<file path="config.mk">
export PLATFORM = sky130hd
export DESIGN_NAME = output_buffer
export DESIGN_NICKNAME = d
export VERILOG_FILES = /design/src/rtl/output_buffer.sv
export SDC_FILE = /design/constraint.sdc
export NUM_CORES = 1
export LEC_CHECK = 0
export CORE_MARGIN = 2
export CORE_UTILIZATION = 43
export DETAILED_ROUTE_END_ITERATION = 12
export PLACE_DENSITY = 0.83
export SETUP_SLACK_MARGIN = 0.5
export SYNTH_ARGS = -nofsm -noshare
export SYNTH_HDL_FRONTEND = slang
export SYNTH_SLANG_ARGS = --single-unit
</file>
<file path="constraint.sdc">
create_clock -name aclk -period 5.5 [get_ports aclk]
set_input_delay 1.375 -clock aclk [delete_from_list [all_inputs] [get_ports aclk]]
set_output_delay 1.375 -clock aclk [all_outputs]
set_load 0.02 [all_outputs]
</file>
<file path="src/rtl/output_buffer.sv">
// Two-register skid buffer. The downstream side sees a registered payload/valid,
// and the upstream side sees a registered ready.
module output_buffer #(
  parameter int DATA_WIDTH = 32
) (
  input  logic                  aclk,
  input  logic                  aresetn,
  input  logic [DATA_WIDTH-1:0] in_data,
  input  logic                  in_valid,
  output logic                  in_ready,
  output logic [DATA_WIDTH-1:0] out_data,
  output logic                  out_valid,
  input  logic                  out_ready,
  output logic [1:0]            count
);

  typedef enum logic [1:0] {
    EMPTY = 2'd0,
    BUSY  = 2'd1,
    FULL  = 2'd2
  } state_t;

  state_t                state_reg, state_next;
  logic [DATA_WIDTH-1:0] out_data_reg;
  logic [DATA_WIDTH-1:0] skid_reg;
  logic                  out_valid_reg;
  logic                  in_ready_reg;
  logic [1:0]            count_reg;
  logic                  rst_done_reg;

  logic                  in_xfer;
  logic                  out_xfer;
  logic                  load_out;
  logic                  load_skid;
  logic                  out_from_skid;

  assign in_xfer  = in_valid & in_ready_reg;
  assign out_xfer = out_valid_reg & out_ready;

  always_comb begin
    state_next    = state_reg;
    load_out      = 1'b0;
    load_skid     = 1'b0;
    out_from_skid = 1'b0;
    case (state_reg)
      EMPTY: begin
        if (in_xfer) begin
          load_out   = 1'b1;
          state_next = BUSY;
        end
      end
      BUSY: begin
        case ({in_xfer, out_xfer})
          2'b11: load_out = 1'b1;
          2'b10: begin
            load_skid  = 1'b1;
            state_next = FULL;
          end
          2'b01: state_next = EMPTY;
          default: state_next = BUSY;
        endcase
      end
      FULL: begin
        if (out_xfer) begin
          load_out      = 1'b1;
          out_from_skid = 1'b1;
          state_next    = BUSY;
        end
      end
      default: state_next = EMPTY;
    endcase
  end

  // rst_done_reg delays in_ready by one extra cycle after reset release.
  always_ff @(posedge aclk) begin
    if (!aresetn) begin
      state_reg     <= EMPTY;
      out_valid_reg <= 1'b0;
      in_ready_reg  <= 1'b0;
      count_reg     <= 2'd0;
      rst_done_reg  <= 1'b0;
    end else begin
      state_reg     <= state_next;
      out_valid_reg <= (state_next != EMPTY);
      in_ready_reg  <= rst_done_reg && (state_next != FULL);
      count_reg     <= (state_next == FULL) ? 2'd2 :
                       (state_next == BUSY) ? 2'd1 : 2'd0;
      rst_done_reg  <= 1'b1;
    end
  end

  // Payload registers carry no reset; validity is tracked by the FSM alone.
  always_ff @(posedge aclk) begin
    if (load_out) begin
      out_data_reg <= out_from_skid ? skid_reg : in_data;
    end
    if (load_skid) begin
      skid_reg <= in_data;
    end
  end

  assign in_ready  = in_ready_reg;
  assign out_data  = out_data_reg;
  assign out_valid = out_valid_reg;
  assign count     = count_reg;

endmodule

</file>
; ---- Yosys cells after proc, flatten, opt, wreduce, memory -nomap -nowiden
; Cells that the tools add are included.
[totals]
regBits = 71
input_bits = 36
elab_cells = 38
[classes]
n_reduce_logical = 4
eq_ne = 8
bitwise = 3
muxes = 15
[op_table]
columns = cell, n
row1 = $mux W32, 1
row2 = $pmux W2 S3, 2
row3 = $eq A2 B2 Y1 const B, 4
row4 = $mux W1, 8
row5 = $eq A2 B1 Y1 const B, 3
row6 = $mux W2, 3
row7 = $pmux W1 S3, 1
row8 = $and A1 B1 Y1, 2
row9 = $logic_not A2 Y1, 1
row10 = $ne A2 B2 Y1 const B, 1
row11 = $reduce_bool A2 Y1, 1
row12 = $reduce_or A2 Y1, 1
row13 = $logic_and A1 B1 Y1, 1
row14 = $not A1 Y1, 1

; ---- Logic depth before layout (Yosys ltp)
[logic_depth]
ltp_word = 7
mapped_depth = 5
mapped_depth_nobuf = 3

; ---- Least setup slack after synthesis
; OpenSTA, ideal clock, no wires.
[synth_timing]
kind = in2reg
from = input port in_valid
to = register out_data_reg[0] (netlist: out_data[0]) (enable)
stages = 2
setup_slack_ns = -0.259
t_arrival_ns = 5.225
path_cell_list = nand2_1 > o311ai_0
[synth_via]
elab_chain_cells = 4
word_cells_on_any_way = 5
[synth_lines]
columns = element, line
row1 = "start, declared", 9  ; input logic in_valid,
row2 = $and A1 B1 Y1 (*), 37  ; assign in_xfer = in_valid & in_ready_reg;
row3 = $eq A2 B2 Y1, 53  ; case ({in_xfer, out_xfer})
row4 = $mux W1, 53
row5 = $pmux W1 S3 (*), 45  ; case (state_reg)
row6 = via load_out, 33  ; logic load_out;
row7 = "end signal, assigned", 95  ; out_data_reg <= out_from_skid ? skid_reg : in_data;
row8 = "end, declared", 24  ; logic [DATA_WIDTH-1:0] out_data_reg;
; The timed path passes the listed nets; every way through them passes the cells marked *.
; A chain may end at the register's enable or synchronous reset.

; ---- Final worst setup path
[layout_timing]
from = input port out_ready
to = register out_data_reg[31] (netlist: out_data[31]) (enable)
[layout_via]
elab_chain_cells = 4
word_cells_on_any_way = 5
[layout_lines]
columns = element, line
row1 = "start, declared", 13  ; input logic out_ready,
row2 = $and A1 B1 Y1 (*), 38  ; assign out_xfer = out_valid_reg & out_ready;
row3 = $eq A2 B2 Y1, 53
row4 = $mux W1, 53
row5 = $pmux W1 S3 (*), 45
row6 = via load_out, 33
; Marks and branches as above.

==> run_results.csv <==
group,metric,value,unit
layout,nets,245,
run,maxCapViolCount,0,
clocking,htree_levels,3,
placement,dp_cells,275,
synthesis,synth_cells,129,
power,internal-power,0.000816,W
timing,fin_crit,3.52,ns
synthesis,ys_seq_area_frac,0.754,
timing,setup_viol,0,
worst_setup_path,critPathMaxFanout,33,
layout,drive_above_1_share,0.263,
worst_setup_path,cp-start-kind,"primary input",
routing,drc,0,
timing,tightestPinTransition,1.04,ns
timing,final.setup_skew,0.00985,ns
floorplan,rows,29,
worst_setup_path,critPathKind,"in2reg",
global_routing,grt_pass1_vias,1382,
floorplan,die_h,83.8,µm
synthesis,ys.flop_type,"edfxtp_1",
routing,viasPerCell,4.72,
status,status,"finished clean",
hold_path,hold_path.class,"reg2reg",
synthesis,ys_top_cells_by_count,"edfxtp_1, mux2_4, dfxtp_1, nand2_1",
global_routing,grt_first_pass_wirelength,7.02,mm
routing,vias,1370,
placement,post-place-ws,1.60,ns
placement,dpl.hpwl,2.97,mm
clocking,postCtsResizedCells,0,
routing,drt-total-wl,4.35,mm
synthesis,yosys.area_share.xor_xnor,0,
layout,fin_util,0.589,
floorplan,core_area,6240,µm²
clocking,clk_latency,0.33,ns
floorplan,start_util,0.438,
global_routing,grt_max_degree,34,
global_routing,antenna_found_initial,0,
power,powerDensity,282,nW/µm²
timing,slew_violations,0,
synthesis,syn_area,2740,µm²
timing,relSlewSlack,0.304,
clocking,cts_tree,"yes",
power,swShare,0.213,
synthesis,ys_top_cells_by_area,"edfxtp_1, mux2_4, dfxtp_1",
synthesis,synth_top_area_share,0.703,
synthesis,synth_area_leader_cell,"edfxtp_1",
timing,fmax,0.284,GHz
clocking,clock_sinks,71,
worst_setup_path,cp_data_required_time,5.48,ns
synthesis,yosys_warnings,0,
timing,setup_tns,0,ns
clocking,numCtsBuffers,9,
floorplan,die-area,7010,µm²
worst_setup_path,critPathCaptureType,"flop",
floorplan,pin_count,72,
synthesis,synth-compound-area-share,0.0128,
global_routing,grt_usage,0.133,
clocking,cts_setup_buffers,0,
clocking,cts_max_path_buffers,2,
power,pwr-share-comb,0.086,
routing,dr.first_iter.drc_count,121,
synthesis,yosysMostFrequentCell,"edfxtp_1",
timing,hold_viol,0,
synthesis,ys_types,20,
layout,antenna-diode-count,0,
timing,final.period_utilization,0.639,
floorplan,die_x,83.8,µm
timing,hold_ws,0.424,ns
worst_setup_path,r2r_slack,3.10,ns
synthesis,ys_ff_latch,71,
clocking,cts_root_buffer,"clkbuf_8",
synthesis,synthMuxAreaShare,0.172,
synthesis,synth-async-reset-ratio,0,
layout,areaGrowthSynthToFinish,34.4,%
timing,grt_setup_unrepaired,"false",
synthesis,avgSynthCellArea,21.2,µm²
power,p_leak,1.36,nW
power,vdd_ir_drop_max,0.136,mV
placement,gp_congestion,0.726,
worst_setup_path,cp_data_arrival_time,3.50,ns
routing,drt-pass1-iter-count,4,
synthesis,synthesis.nets,165,
placement,port_buffers,71,
global_routing,grt_overflow,0,
synthesis,synth_adder_area_share,0,
clocking,hold_buffers,0,
synthesis,synth_edf_count,64,
power,p_clk_frac,0.328,
routing,ant_nets,0,
power,power.switching,0.000221,W
clocking,clkTransAtPathRegs,0.07,ns
timing,timing.final.ws_setup,1.98,ns
synthesis,synth_top_family_by_area,"multiplexers",
layout,fin_cells,290,
power,pwr-share-seq,0.585,
routing,avgRoutedWirePerCell,15.0,µm
synthesis,synthSimpleGateAreaFrac,0.0325,
## worst max-delay path, cell delays in order
cell	delay, ns
clkdlybuf4s50_1	0.46
nand2_1	0.16
or3_2	0.90
o311ai_4	0.17
buf_4	0.41
## through the flow
step	area, µm²	total power [W]
3_3_place_gp	3510	0.000708
3_5_place_dp	3510	0.000709
4_1_cts	3670	0.00105
2_1_floorplan	2740	0.000657
5_1_grt	3670	0.00108
6_report	3670	0.00104
## placed cells by master, fill, tap and decap left out
cell and n:
mux2_2 3, inv_2 1, buf_4 3, and3_1 3, a221o_2 1, nor3_2 1, clkinv_2 3, dfxtp_1 7
or3_2 2, clkinvlp_4 2, clkdlybuf4s50_1 71, o311ai_4 1, a21oi_1 1, edfxtp_1 64, nand4b_1 1, clkinv_4 1
nand4_1 1, mux2_4 29, nand2_1 5, o21ai_0 2, clkbuf_8 9, and4_1 2
## cell type report
class / count / area (µm²)
fillers: 469 / 2570
flip-flops and latches: 71 / 2060
repair buffers: 74 / 733
multi-input cells: 52 / 617
clock buffers: 9 / 124
well taps: 77 / 96.3
clock inverters: 6 / 38.8
inverters: 1 / 3.75
## worst paths after layout
path / from / end / cells after the start
max: out_ready / out_data[31] / 5
min: rst_done_reg / in_ready / 2
max reg2reg: state_reg[1] / out_data[31] / 4
min reg2reg: rst_done_reg / in_ready / 2
## routing by layer
| metal | GRT usage | up-vias | part of all wire |
|---|---|---|---|
| li1 | - | 664 | - |
| met1 | 0.173 | 646 | 0.45 |
| met2 | 0.193 | 54 | 0.47 |
| met3 | 0.0702 | 6 | 0.068 |
| met4 | 0.0440 | 0 | 0.012 |
| met5 | 0 | - | 0 |
## logic make-up (layout without fill, tap and decap cells)
kind of cell / after synthesis / count (layout)
compound gates: 5 / 5
buf+inv: 6 / 90
flops: 71 / 71
mux: 32 / 32
simple gates: 15 / 15
## power groups by stage
stage	logic, W	clock network (W)	registers (W)
after floorplan	0.0000255	0	0.000631
after global placement	0.0000887	0	0.000619
after detailed placement	0.0000899	0	0.000620
after CTS	0.0000906	0.000353	0.000607
after global routing	0.0000951	0.000378	0.000609
final	0.0000896	0.000341	0.000607
Note: power is estimated with default switching activity, not from simulation.
